[src/rtl/simon_ctrl.sv]
// simon_ctrl -- Simon32/64 round sequencer.
//
// Accepts one 32-bit block per start request, steps the external simon_key
// subkey generator through its schedule (forward for encrypt; 28 forward
// pre-advance steps then reverse for decrypt), applies the Simon round
// function using the subkey returned, and presents the result with a
// one-cycle done pulse.
//
// Ports:
//   clk       clock
//   rst       synchronous active-high reset
//   start     request, sampled only while idle
//   mode      0 = encrypt, 1 = decrypt (latched with start)
//   data_in   block {x, y} (latched with start)
//   subkey    current subkey from simon_key
//   ks_load   simon_key reload (high whenever the key must not advance)
//   ks_dir    simon_key direction (1 = reverse)
//   ks_round  simon_key round counter
//   busy      high while an operation is in flight (PREP/ROUND/DONE)
//   done      one-cycle pulse, data_out valid
//   data_out  result {x, y}, held until the next done
module simon_ctrl #(
  parameter int ROUNDS = 32,
  parameter int PREP   = 28
) (
  input  logic        clk,
  input  logic        rst,
  input  logic        start,
  input  logic        mode,
  input  logic [31:0] data_in,
  input  logic [15:0] subkey,
  output logic        ks_load,
  output logic        ks_dir,
  output logic [5:0]  ks_round,
  output logic        busy,
  output logic        done,
  output logic [31:0] data_out
);

  localparam logic [1:0] S_IDLE  = 2'd0;
  localparam logic [1:0] S_PREP  = 2'd1;
  localparam logic [1:0] S_ROUND = 2'd2;
  localparam logic [1:0] S_DONE  = 2'd3;

  localparam logic [5:0] PREP_LAST  = 6'(PREP - 1);
  localparam logic [5:0] ROUND_LAST = 6'(ROUNDS - 1);

  logic [1:0]  state;
  logic [5:0]  ctr;
  logic        mode_q;
  logic [15:0] x;
  logic [15:0] y;
  logic [15:0] x_next;
  logic [15:0] y_next;
  logic        last_round;

  // Simon round function: (rol1 v & rol8 v) ^ rol2 v
  function automatic logic [15:0] f_round(input logic [15:0] v);
    return ({v[14:0], v[15]} & {v[7:0], v[15:8]}) ^ {v[13:0], v[15:14]};
  endfunction

  // One Feistel step in either direction; subkey is K_ctr in both cases
  always_comb begin
    x_next = x;
    y_next = y;
    if (mode_q) begin
      y_next = x ^ f_round(y) ^ subkey;
      x_next = y;
    end else begin
      x_next = y ^ f_round(x) ^ subkey;
      y_next = x;
    end
  end

  // Encrypt counts up to ROUNDS-1, decrypt counts down to 0
  assign last_round = mode_q ? (ctr == 6'd0) : (ctr == ROUND_LAST);

  // Control state: sequencing, counter, latched mode, result register
  always_ff @(posedge clk) begin
    if (rst) begin
      state    <= S_IDLE;
      ctr      <= 6'd0;
      mode_q   <= 1'b0;
      data_out <= 32'd0;
    end else begin
      case (state)
        S_IDLE: begin
          if (start) begin
            mode_q <= mode;
            ctr    <= 6'd0;
            state  <= mode ? S_PREP : S_ROUND;
          end
        end
        S_PREP: begin
          if (ctr == PREP_LAST) begin
            ctr   <= ROUND_LAST;
            state <= S_ROUND;
          end else begin
            ctr <= ctr + 6'd1;
          end
        end
        S_ROUND: begin
          if (last_round) begin
            data_out <= {x_next, y_next};
            state    <= S_DONE;
          end else if (mode_q) begin
            ctr <= ctr - 6'd1;
          end else begin
            ctr <= ctr + 6'd1;
          end
        end
        default: begin
          ctr   <= 6'd0;
          state <= S_IDLE;
        end
      endcase
    end
  end

  // Working half-words: loaded on an accepted start, advanced each round
  always_ff @(posedge clk) begin
    if (state == S_IDLE && start) begin
      x <= data_in[31:16];
      y <= data_in[15:0];
    end else if (state == S_ROUND) begin
      x <= x_next;
      y <= y_next;
    end
  end

  // Key generator holds master key whenever it is not being stepped, so it
  // reloads on the start edge and after each done.
  assign ks_load  = (state == S_IDLE) || (state == S_DONE);
  assign ks_dir   = (state == S_ROUND) && mode_q;
  assign ks_round = (state == S_PREP || state == S_ROUND) ? ctr : 6'd0;
  assign busy     = (state != S_IDLE);
  assign done     = (state == S_DONE);

endmodule

[config.mk]
export PLATFORM = sky130hd
export DESIGN_NAME = simon_ctrl
export DESIGN_NICKNAME = d
export VERILOG_FILES = /design/src/rtl/simon_ctrl.sv
export SDC_FILE = /design/constraint.sdc
export NUM_CORES = 1
export LEC_CHECK = 0
export CAP_MARGIN = 15
export CORE_MARGIN = 2
export CORE_UTILIZATION = 51
export DETAILED_ROUTE_END_ITERATION = 10
export GPL_TIMING_DRIVEN = 0
export PLACE_DENSITY = 0.81
export SYNTH_ARGS = -nofsm -noshare
export SYNTH_HDL_FRONTEND = slang
export SYNTH_SLANG_ARGS = --single-unit
[constraint.sdc]
create_clock -name clk -period 3.2 [get_ports clk]
set_input_delay 0.96 -clock clk [delete_from_list [all_inputs] [get_ports clk]]
set_output_delay 0.96 -clock clk [all_outputs]
set_load 0.01 [all_outputs]
==> flow_metrics.py <==
metrics = {
    "status": {
        "status": "completed",
    },
    "critical_path": {
        "critPathCaptureType": "primary output",
        "critical_path.cell_chain": "inv_1 > ha_1 > and2_0 > clkbuf_1 > clkdlybuf4s50_1",
        "start_kind": "flip-flop",
        "cp_max_fo": 8,
        "slowest_stage": "clkdlybuf4s50_1",
        "cpLargestDelayFamily": "buffers and inverters",
        "cp.arrival_ps": 2160,
        "cp.required_ps": 2240,
        "crit_path_max_incr_delay_ps": 580,
        "path_buf_inv": 3,
        "criticalPathCategory": "reg -> out",
    },
    "timing": {
        "setup_viol": 0,
        "drv_slew": 0,
        "hold_violations": 0,
        "finClkSkew_ps": 14.3,
        "rsz0062_at_grt": "true",
        "tightest_slew_ps": 706,
        "post-route-min-period_ps": 3120,
        "layout_setup_ws_ps": 75.6,
        "fin_crit_sh": 0.976,
        "setup_tns_ps": 0,
        "max_freq_mhz": 320,
        "relSlewSlack": 0.529,
    },
    "routing": {
        "wirelength_um": 12700,
        "viasPerCell": 5.54,
        "drt-met1-wl_um": 5340,
        "drt_iter0_markers": 283,
        "vias": 3870,
        "wl_per_cell_um": 18.1,
        "routed-wl-met3_um": 1010,
        "wl_met2_um": 5960,
        "drcViolationCount": 0,
        "antenna_left": 0,
        "top_layer_used": "met4",
        "dr.pass1.iters": 5,
    },
    "synth": {
        "synth.distinct_cells": 45,
        "ys_warn_count": 0,
        "synth_seq_cells": 73,
        "seq_area_frac_synth": 0.420,
        "avgSynthCellArea_um2": 8.75,
        "synth_cells": 485,
        "synthTopCellsByArea": "edfxtp_1 23%, dfxtp_1 19%, xnor2_1 13%, nor2_1 7.8%, xor2_1 7.0%",
        "yosys.area.top_type": "edfxtp_1",
        "syn_area_um2": 4240,
        "yosys.area.top_type_share": 0.227,
        "syn_nets": 543,
    },
    "pwr": {
        "p_leak_uw": 0.00187,
        "power_density_nw_per_um2": 978,
        "vdd_drop_max_mv": 0.477,
    },
    "clock_tree": {
        "cts_tree": "yes",
        "cts_buffer_depth": 2,
        "cts_sinks": 73,
        "cts_buffers": 9,
        "insertion_delay_ps": 350,
        "hold_buffers": 0,
        "root_buffer": "clkbuf_8",
        "clkTransAtPathRegs_ps": 80,
        "htree_levels": 3,
    },
    "floorplanning": {
        "die_height_um": 95.2,
        "core_um2": 8130,
        "start_util": 0.521,
        "io_pins": 94,
        "die_w_um": 95.2,
        "die_area_um2": 9060,
        "rows": 33,
    },
    "global_route": {
        "grt_usage": 0.287,
        "grt_pass1_wl_um": 19500,
        "grt_overflow": 0,
        "grt_max_degree": 19,
        "antenna_found_initial": 0,
        "grt_pass1_vias": 3782,
    },
    "placed_design": {
        "hpwl_um": 9530,
        "place_ws_ps": -667,
        "gp_congestion": 0.921,
        "portBuffers": 92,
    },
    "layout": {
        "fillers": 698,
        "layout.area.seq_um2": 1780,
        "drive_gt1_frac": 0.0540,
        "syn2layout_area_growth_pct": 29.5,
        "n_antenna_cell": 0,
        "multi_input_area_um2": 2300,
        "fin_nets": 646,
    },
    "min_path": {
        "hold_path_class": "reg -> reg",
    },
    "run": {
        "drv_cap": 0,
    },
}
==> cells in the mapped netlist (all sizes together) <==
cell,instances
nand2b,2
and2,5
or4b,1
o22ai,1
inv,8
dfxtp,41
nand4,1
o31ai,1
a21o,1
nand4b,3
o41ai,1
a211oi,33
a21oi,44
nor3,3
ha,6
nor2,88
o211ai,1
and3,1
or2,1
xor2,34
a2111o,1
clkbuf,20
o21ai,4
o32ai,2
nand2,59
xnor2,65
edfxtp,32
o221ai,2
o21a,1
mux2i,1
a22oi,1
nand3b,1
buf,9
or3,4
nand3,6
a221o,1
==> worst min-delay path: stages, from the launching register on <==
cell and delay, ps:
dfxtp_1 310, nor2_1 90, a211oi_1 50
==> per-stage QoR <==
| step | area, um^2 | utilization | power, uW | cells | hold WS, ps |
|---|---|---|---|---|---|
| floorplan | 4240 | - | 3750 | 485 | 473 |
| global placement | 5290 | 0.651 | 4580 | 682 | 487 |
| detailed placement | 5320 | 0.654 | 4690 | 683 | 490 |
| CTS | 5490 | 0.675 | 5350 | 698 | 501 |
| global route | 5490 | 0.675 | 5720 | 698 | 529 |
| finish | 5490 | 0.675 | 5370 | 698 | 497 |
==> worst paths after layout <==
check                     from      endpoint  slack [ps]  cells past startpoint
setup reg to reg      state[0]          x[6]         580                      7
hold reg to reg   data_out[20]  data_out[20]         500                      2
setup / recovery      state[0]        ks_dir          80                      5
hold / removal    data_out[20]  data_out[20]         500                      2
==> power by group <==
| part | internal, uW | total (uW) | switching [uW] | leakage (uW) |
|---|---|---|---|---|
| clock | 283 | 646 | 363 | 0.0000870 |
| combinational | 1240 | 2860 | 1620 | 0.00115 |
| sequential | 1450 | 1860 | 416 | 0.000636 |
==> kinds of logic (layout without fill, tap and decap cells) <==
kind of cell	Yosys count	in the layout	share of synthesized area
AOI/OAI and AO/OA	94	94	0.145
xor gates and xnor gates	99	99	0.204
adders and majority gates	6	6	0.0177
buffers and inverters	37	145	0.0378
DFF	73	73	0.420
muxes	1	1	0.00236
and+or+nand+nor	175	175	0.173
==> placed cells by master, fill, tap and decap left out, drive strengths merged, types with 2 or more instances in the layout <==
| cell | netlist | final |
|---|---|---|
| o21ai | 4 | 4 |
| nand4b | 3 | 3 |
| inv | 8 | 10 |
| nand3 | 6 | 6 |
| xnor2 | 65 | 65 |
| or3 | 4 | 4 |
| clkinv | 0 | 3 |
| a21oi | 44 | 44 |
| xor2 | 34 | 34 |
| nor2 | 88 | 88 |
| a211oi | 33 | 33 |
| edfxtp | 32 | 32 |
| o32ai | 2 | 2 |
| nand2b | 2 | 2 |
| dfxtp | 41 | 41 |
| nand2 | 59 | 59 |
| nor3 | 3 | 3 |
| clkdlybuf4s50 | 0 | 92 |
| and2 | 5 | 5 |
| buf | 9 | 10 |
| o221ai | 2 | 2 |
| ha | 6 | 6 |
| clkbuf | 20 | 29 |
==> what timing repair did <==
action	CTS	global route
hold endpoints to repair	0	0
buffers inserted	0	0
endpoints found under the setup margin	34	2
resized for setup	2	1
==> state kept, by name, summed over array words and instances (netlist names) <==
name,count
y,16
ctr,6
x,16
mode_q,1
data_out,32
state,2
==> cell type report <==
| cell class | count | share of cell area |
|---|---|---|
| Timing Repair Buffer | 93 | 0.173 |
| Buffer | 28 | 0.0232 |
| Clock inverter | 6 | 0.00752 |
| Sequential cell | 73 | 0.324 |
| Tap cell | 105 | 0.0239 |
| Clock buffer | 10 | 0.0232 |
| Multi-Input combinational cell | 375 | 0.420 |
| Inverter | 8 | 0.00547 |
==> per-layer routing <==
metal  global-route usage  vias up
met5                    0        -
met4               0.0954        0
met3               0.0482       25
met2                0.471      186
met1                0.386     1816
li1                     -     1843
Power figures use the tool's default switching activity.
